$ cat src/rtl/cpu6_csr_file.sv
// rtl/cpu6_csr_file.sv - machine-mode CSR file for the cpu6 core
//
// Purpose: holds mstatus (MIE/MPIE), mtvec, mepc, mcause, mscratch, the
// 64-bit mcycle/minstret counters and read-only mhartid. It executes CSR
// write/set/clear ops, trap entry and mret, and supplies the trap vector
// and return PC to the fetch redirect logic.
//
// Ports:
//   clk, reset                  clock, synchronous active-high reset
//   csr_rd_en, csr_wr_en        CSR access strobes
//   csr_op                      00 write, 01 set, 10 clear, 11 no write
//   csr_idx, csr_write_dat      CSR address and operand
//   csr_read_dat                combinational pre-update read data
//   csr_illegal                 unimplemented CSR or write to read-only CSR
//   excp_ena/mepc/mcause        trap entry request and its PC and cause
//   mret_ena                    mret retires this cycle
//   instret_inc                 one instruction retired this cycle
//   trap_vec, mret_pc, mie      redirect targets and mstatus.MIE
module cpu6_csr_file #(
  parameter int              XLEN      = 32,
  parameter logic [XLEN-1:0] MTVEC_RST = '0,
  parameter logic [XLEN-1:0] HART_ID   = '0,
  parameter bit              CNT_EN    = 1'b1
) (
  input  logic            clk,
  input  logic            reset,
  input  logic            csr_rd_en,
  input  logic            csr_wr_en,
  input  logic [1:0]      csr_op,
  input  logic [11:0]     csr_idx,
  input  logic [XLEN-1:0] csr_write_dat,
  output logic [XLEN-1:0] csr_read_dat,
  output logic            csr_illegal,
  input  logic            excp_ena,
  input  logic [XLEN-1:0] excp_mepc,
  input  logic [XLEN-1:0] excp_mcause,
  input  logic            mret_ena,
  input  logic            instret_inc,
  output logic [XLEN-1:0] trap_vec,
  output logic [XLEN-1:0] mret_pc,
  output logic            mie
);

  localparam logic [11:0] A_MSTATUS  = 12'h300;
  localparam logic [11:0] A_MTVEC    = 12'h305;
  localparam logic [11:0] A_MSCRATCH = 12'h340;
  localparam logic [11:0] A_MEPC     = 12'h341;
  localparam logic [11:0] A_MCAUSE   = 12'h342;
  localparam logic [11:0] A_MCYC_LO  = 12'hB00;
  localparam logic [11:0] A_MCYC_HI  = 12'hB80;
  localparam logic [11:0] A_MINS_LO  = 12'hB02;
  localparam logic [11:0] A_MINS_HI  = 12'hB82;
  localparam logic [11:0] A_MHARTID  = 12'hF14;

  localparam logic [XLEN-1:0] MEPC_MASK  = {{(XLEN-1){1'b1}}, 1'b0};
  localparam logic [XLEN-1:0] MTVEC_MASK = {{(XLEN-2){1'b1}}, 2'b00};

  logic              mie_q, mie_d;
  logic              mpie_q, mpie_d;
  logic [XLEN-1:0]   mtvec_q, mtvec_d;
  logic [XLEN-1:0]   mepc_q, mepc_d;
  logic [XLEN-1:0]   mcause_q, mcause_d;
  logic [XLEN-1:0]   mscratch_q, mscratch_d;
  logic [2*XLEN-1:0] mcycle_q, mcycle_d;
  logic [2*XLEN-1:0] minstret_q, minstret_d;

  logic              sel_mstatus, sel_mtvec, sel_mscratch, sel_mepc, sel_mcause;
  logic              sel_mcyc_lo, sel_mcyc_hi, sel_mins_lo, sel_mins_hi, sel_mhartid;
  logic              implemented;
  logic [XLEN-1:0]   mstatus_val;
  logic [XLEN-1:0]   rdata_raw;
  logic [XLEN-1:0]   nxt;
  logic              wr_commit;

  // Address decode, read mux and op-combine.
  always_comb begin
    sel_mstatus  = (csr_idx == A_MSTATUS);
    sel_mtvec    = (csr_idx == A_MTVEC);
    sel_mscratch = (csr_idx == A_MSCRATCH);
    sel_mepc     = (csr_idx == A_MEPC);
    sel_mcause   = (csr_idx == A_MCAUSE);
    sel_mcyc_lo  = (csr_idx == A_MCYC_LO);
    sel_mcyc_hi  = (csr_idx == A_MCYC_HI);
    sel_mins_lo  = (csr_idx == A_MINS_LO);
    sel_mins_hi  = (csr_idx == A_MINS_HI);
    sel_mhartid  = (csr_idx == A_MHARTID);
    implemented  = sel_mstatus | sel_mtvec | sel_mscratch | sel_mepc | sel_mcause |
                   sel_mcyc_lo | sel_mcyc_hi | sel_mins_lo | sel_mins_hi | sel_mhartid;

    mstatus_val    = '0;
    mstatus_val[3] = mie_q;
    mstatus_val[7] = mpie_q;

    rdata_raw = '0;
    unique case (1'b1)
      sel_mstatus:  rdata_raw = mstatus_val;
      sel_mtvec:    rdata_raw = mtvec_q;
      sel_mscratch: rdata_raw = mscratch_q;
      sel_mepc:     rdata_raw = mepc_q;
      sel_mcause:   rdata_raw = mcause_q;
      sel_mcyc_lo:  rdata_raw = CNT_EN ? mcycle_q[XLEN-1:0]        : '0;
      sel_mcyc_hi:  rdata_raw = CNT_EN ? mcycle_q[2*XLEN-1:XLEN]   : '0;
      sel_mins_lo:  rdata_raw = CNT_EN ? minstret_q[XLEN-1:0]      : '0;
      sel_mins_hi:  rdata_raw = CNT_EN ? minstret_q[2*XLEN-1:XLEN] : '0;
      sel_mhartid:  rdata_raw = HART_ID;
      default:      rdata_raw = '0;
    endcase

    csr_illegal  = ((csr_rd_en | csr_wr_en) & ~implemented) | (csr_wr_en & sel_mhartid);
    csr_read_dat = csr_rd_en ? rdata_raw : '0;

    unique case (csr_op)
      2'b00:   nxt = csr_write_dat;
      2'b01:   nxt = rdata_raw | csr_write_dat;
      2'b10:   nxt = rdata_raw & ~csr_write_dat;
      default: nxt = rdata_raw;
    endcase

    // The reserved op still decodes as an access but never commits.
    wr_commit = csr_wr_en & ~csr_illegal & (csr_op != 2'b11);
  end

  // Next-state: trap beats mret, which beats a CSR write.
  always_comb begin
    mie_d      = mie_q;
    mpie_d     = mpie_q;
    mtvec_d    = mtvec_q;
    mepc_d     = mepc_q;
    mcause_d   = mcause_q;
    mscratch_d = mscratch_q;
    mcycle_d   = mcycle_q;
    minstret_d = minstret_q;

    if (excp_ena) begin
      mpie_d = mie_q;
      mie_d  = 1'b0;
    end else if (mret_ena) begin
      mie_d  = mpie_q;
      mpie_d = 1'b1;
    end else if (wr_commit && sel_mstatus) begin
      mie_d  = nxt[3];
      mpie_d = nxt[7];
    end

    if (excp_ena) begin
      mepc_d   = excp_mepc & MEPC_MASK;
      mcause_d = excp_mcause;
    end else begin
      if (wr_commit && sel_mepc)   mepc_d   = nxt & MEPC_MASK;
      if (wr_commit && sel_mcause) mcause_d = nxt;
    end

    if (wr_commit && sel_mtvec)    mtvec_d    = nxt & MTVEC_MASK;
    if (wr_commit && sel_mscratch) mscratch_d = nxt;

    // A write to either half freezes the whole counter for that cycle.
    if (CNT_EN) begin
      if (wr_commit && sel_mcyc_lo)      mcycle_d[XLEN-1:0]        = nxt;
      else if (wr_commit && sel_mcyc_hi) mcycle_d[2*XLEN-1:XLEN]   = nxt;
      else                               mcycle_d = mcycle_q + 1'b1;

      if (wr_commit && sel_mins_lo)      minstret_d[XLEN-1:0]      = nxt;
      else if (wr_commit && sel_mins_hi) minstret_d[2*XLEN-1:XLEN] = nxt;
      else if (instret_inc)              minstret_d = minstret_q + 1'b1;
    end
  end

  always_ff @(posedge clk) begin
    if (reset) begin
      mie_q      <= 1'b0;
      mpie_q     <= 1'b0;
      mtvec_q    <= MTVEC_RST;
      mepc_q     <= '0;
      mcause_q   <= '0;
      mscratch_q <= '0;
      mcycle_q   <= '0;
      minstret_q <= '0;
    end else begin
      mie_q      <= mie_d;
      mpie_q     <= mpie_d;
      mtvec_q    <= mtvec_d;
      mepc_q     <= mepc_d;
      mcause_q   <= mcause_d;
      mscratch_q <= mscratch_d;
      mcycle_q   <= mcycle_d;
      minstret_q <= minstret_d;
    end
  end

  assign trap_vec = mtvec_q & MTVEC_MASK;
  assign mret_pc  = mepc_q;
  assign mie      = mie_q;

endmodule

$ cat config.mk
export PLATFORM = sky130hd
export DESIGN_NAME = cpu6_csr_file
export DESIGN_NICKNAME = d
export VERILOG_FILES = /design/src/rtl/cpu6_csr_file.sv
export SDC_FILE = /design/constraint.sdc
export NUM_CORES = 1
export LEC_CHECK = 0
export ABC_CLOCK_PERIOD_IN_PS = 2700
export CAP_MARGIN = 20
export CELL_PAD_IN_SITES_DETAIL_PLACEMENT = 0
export CELL_PAD_IN_SITES_GLOBAL_PLACEMENT = 2
export CORE_UTILIZATION = 33
export CTS_CLUSTER_DIAMETER = 30
export DETAILED_ROUTE_END_ITERATION = 8
export GPL_TIMING_DRIVEN = 0
export PLACE_DENSITY = 0.88
export SETUP_SLACK_MARGIN = 0.15
export SYNTH_ARGS = -nofsm -noshare
export SYNTH_HDL_FRONTEND = slang
export SYNTH_SLANG_ARGS = --single-unit
export TNS_END_PERCENT = 30
$ cat constraint.sdc
create_clock -name clk -period 2.7 [get_ports clk]
set_input_delay 0.27 -clock clk [delete_from_list [all_inputs] [get_ports clk]]
set_output_delay 0.27 -clock clk [all_outputs]
set_load 0.005 [all_outputs]
==> impl_metrics.toml <==
[sta]
finalSetupTns_ns = -0.00682
clock_skew_ns = 0.0227
fin_crit_ns = 2.71
finalSetupViolCount = 2
tightest_slew_ns = 1.23
max_clock_freq_ghz = 0.370
hold_viol = 0
slew_headroom = 0.179
worst_slack_ns = -0.00611
finalMaxSlewViolations = 0
rsz0062_at_grt = "true"
fin_crit_sh = 1.00

[clock_network]
clk_latency_ns = 0.62
cts-root-buf = "clkbuf_16"
cts_sinks = 255
clkTransAtPathRegs_ns = 0.04
numCtsBuffers = 84
cts_tree = "done"
htreeDepth = 3
cts_buffer_depth = 3

[routing]
drc_errors = 0
firstDrtPassIters = 8
num_vias = 22800
wl_um = 117000
routed_via_density = 6.71
avgRoutedWirePerCell_um = 34.3
drtAntennaViolNets = 0
first_iter_violations = 3079

[setup_path]
crit_type = "in2reg"
cp_num_buf_inv = 2
path_cells = "clkdlybuf4s50_1 -> a21bo_2 -> o41ai_4 -> buf_4 -> nor4_1 -> xnor2_1 -> o22ai_1"
crit_slowest_cell = "o41ai_4"
cp_top_family = "compound AO/OA/AOI/OAI gates"
endpoint_kind = "flop"
slowest_delay_ns = 0.86
critical_path_arrival_ns = 3.17
critPathMaxFanout = 10
required_ns = 3.16
critPathLaunchType = "input pin"

[die]
core_area_sq_mm = 0.0506
die_h_um = 229
ios = 215
start_util = 0.337
row_count = 82
dieArea_sq_mm = 0.0526
die_w_um = 229

[placed_design]
port-buffer-count = 201
globalplace.congestion = 1.04
dp_hpwl_um = 86400
place_worst_setup_slack_ns = -2.19

[global_routing]
grt_pass1_vias = 21400
grt_pass1_wl_um = 162000
antenna_found_initial = 5
gr-total-overflow = 0
grtUsageTotal = 0.430
grt_max_degree = 11

[finish]
nFillCells = 4879
nets = 2780
syn_to_final_growth_pct = 50.4
drive_gt1_frac = 0.254

[logic_synthesis]
synth.ff_latch_count = 255
post-synth-top-count-cell = "dfxtp_1"
netlist.area_leader.share = 0.299
avgSynthCellArea_sq_um = 7.62
synth_cells = 2239
synthesis.area_sq_mm = 0.0171
synth_flop_cell = "dfxtp_1"
synth.distinct_cells = 99
synthTopCellsByArea = "dfxtp_1 (30%), nor2_1 (5.5%), nand2_1 (4.9%), o21ai_0 (4.1%), mux2i_1 (3.9%)"
synthArstFlopShare = 0
seq_area_frac_synth = 0.299
synth_largest_area_cell = "dfxtp_1"
netlist_top_cells_count = "dfxtp_1 (255), nor2_1 (249), nand2_1 (221), o21ai_0 (141), a21oi_1 (122)"
synth_warnings = 0
synth_edf_count = 0

[power]
power.density_mw_per_mm2 = 597
ir_drop_v = 0.000393
p_leak_nw = 9.08

[status]
status = "finished, violations left"
violations = "setup timing"

[min_path]
hold_class = "in2reg"

[run]
drv_cap = 0
-- what timing repair did --
item	4_1_cts	5_1_grt
endpoints found under the setup margin	288	145
cloned	3	0
setup buffers	81	36
pin swaps	65	23
hold buffers	0	0
resized for setup	490	84
-- through the flow --
step,total power [mW],util,cell area [sq um],instances,hold slack (ns)
after floorplan,4.45,-,17100,2241,0.379
after global placement,5.12,0.394,19900,3114,0.464
after detailed placement,5.14,0.397,20100,3126,0.466
after CTS,15.2,0.496,25100,3361,0.215
after global routing,15.6,0.507,25700,3398,0.238
final,15.3,0.507,25700,3400,0.233
-- area by class of cell --
cell class,instances,area (sq um),share of cell area
diodes,2,5.00,0.000195
plain buffers,199,1410,0.0549
clock buffers,117,2480,0.0967
clock inverters,34,413,0.0161
inverters,47,176,0.00688
multi-input cells,1740,12000,0.468
flip-flops and latches,255,5210,0.203
well taps,672,841,0.0328
repair buffers,334,3120,0.121
-- cells by family after synthesis --
kind of cell / synth area share
adder cells (fa/ha/maj): 0.00147
AND/OR/NAND/NOR: 0.288
AO/OA/AOI/OAI: 0.277
multiplexers: 0.0500
buffers and inverters: 0.0656
XOR/XNOR: 0.0185
other: 0.000220
flip-flops: 0.299
-- registers in the layout, indices dropped and copies added (netlist names) --
name	count
mcycle_q	64
minstret_q	64
mscratch_q	32
mret_pc	31
mie	1
mpie_q	1
mtvec_q	30
mcause_q	32
-- worst min-delay path: cells and delay by family --
kind / cells / cell delay (ns)
buffers and inverters: 1 / 0.40
AND/OR/NAND/NOR: 1 / 0.06
AO/OA/AOI/OAI: 1 / 0.06
-- metal layers --
| layer | GRT usage | part of all wire | vias up |
|---|---|---|---|
| li1 | - | - | 9412 |
| met1 | 0.547 | 0.38 | 11000 |
| met2 | 0.630 | 0.41 | 1890 |
| met3 | 0.112 | 0.12 | 511 |
| met4 | 0.307 | 0.087 | 2 |
| met5 | 0 | 0.00011 | - |
-- where the power goes --
part | switching, mW | total [mW] | internal (mW)
Sequential | 0.0632 | 3.89 | 3.83
Combinational | 0.891 | 1.39 | 0.496
Clock | 2.97 | 10.0 | 7.07
Total | 3.93 | 15.3 | 11.4
-- placed cells by master (no fill, tap or decap), drive strengths merged, types with 60 or more instances in the layout --
cell type,n
a211oi,60
a21oi,124
a31oi,110
buf,221
clkbuf,248
clkdlybuf4s50,162
dfxtp,255
mux2i,66
nand2,221
nor2,252
nor3,76
nor4,74
o21ai,145
o22ai,66
-- final timing paths --
kind | slack, ns | startpoint | cells after the start | end
setup / recovery | -0.006 | csr_wr_en | 7 | minstret_q[15]
hold / removal | 0.23 | excp_mepc[30] | 3 | mret_pc[30]
setup reg to reg | 0.09 | mcycle_q[23] | 6 | mcycle_q[51]
hold reg to reg | 0.47 | mtvec_q[13] | 2 | mtvec_q[13]
Note: power is estimated with default switching activity, not from simulation.
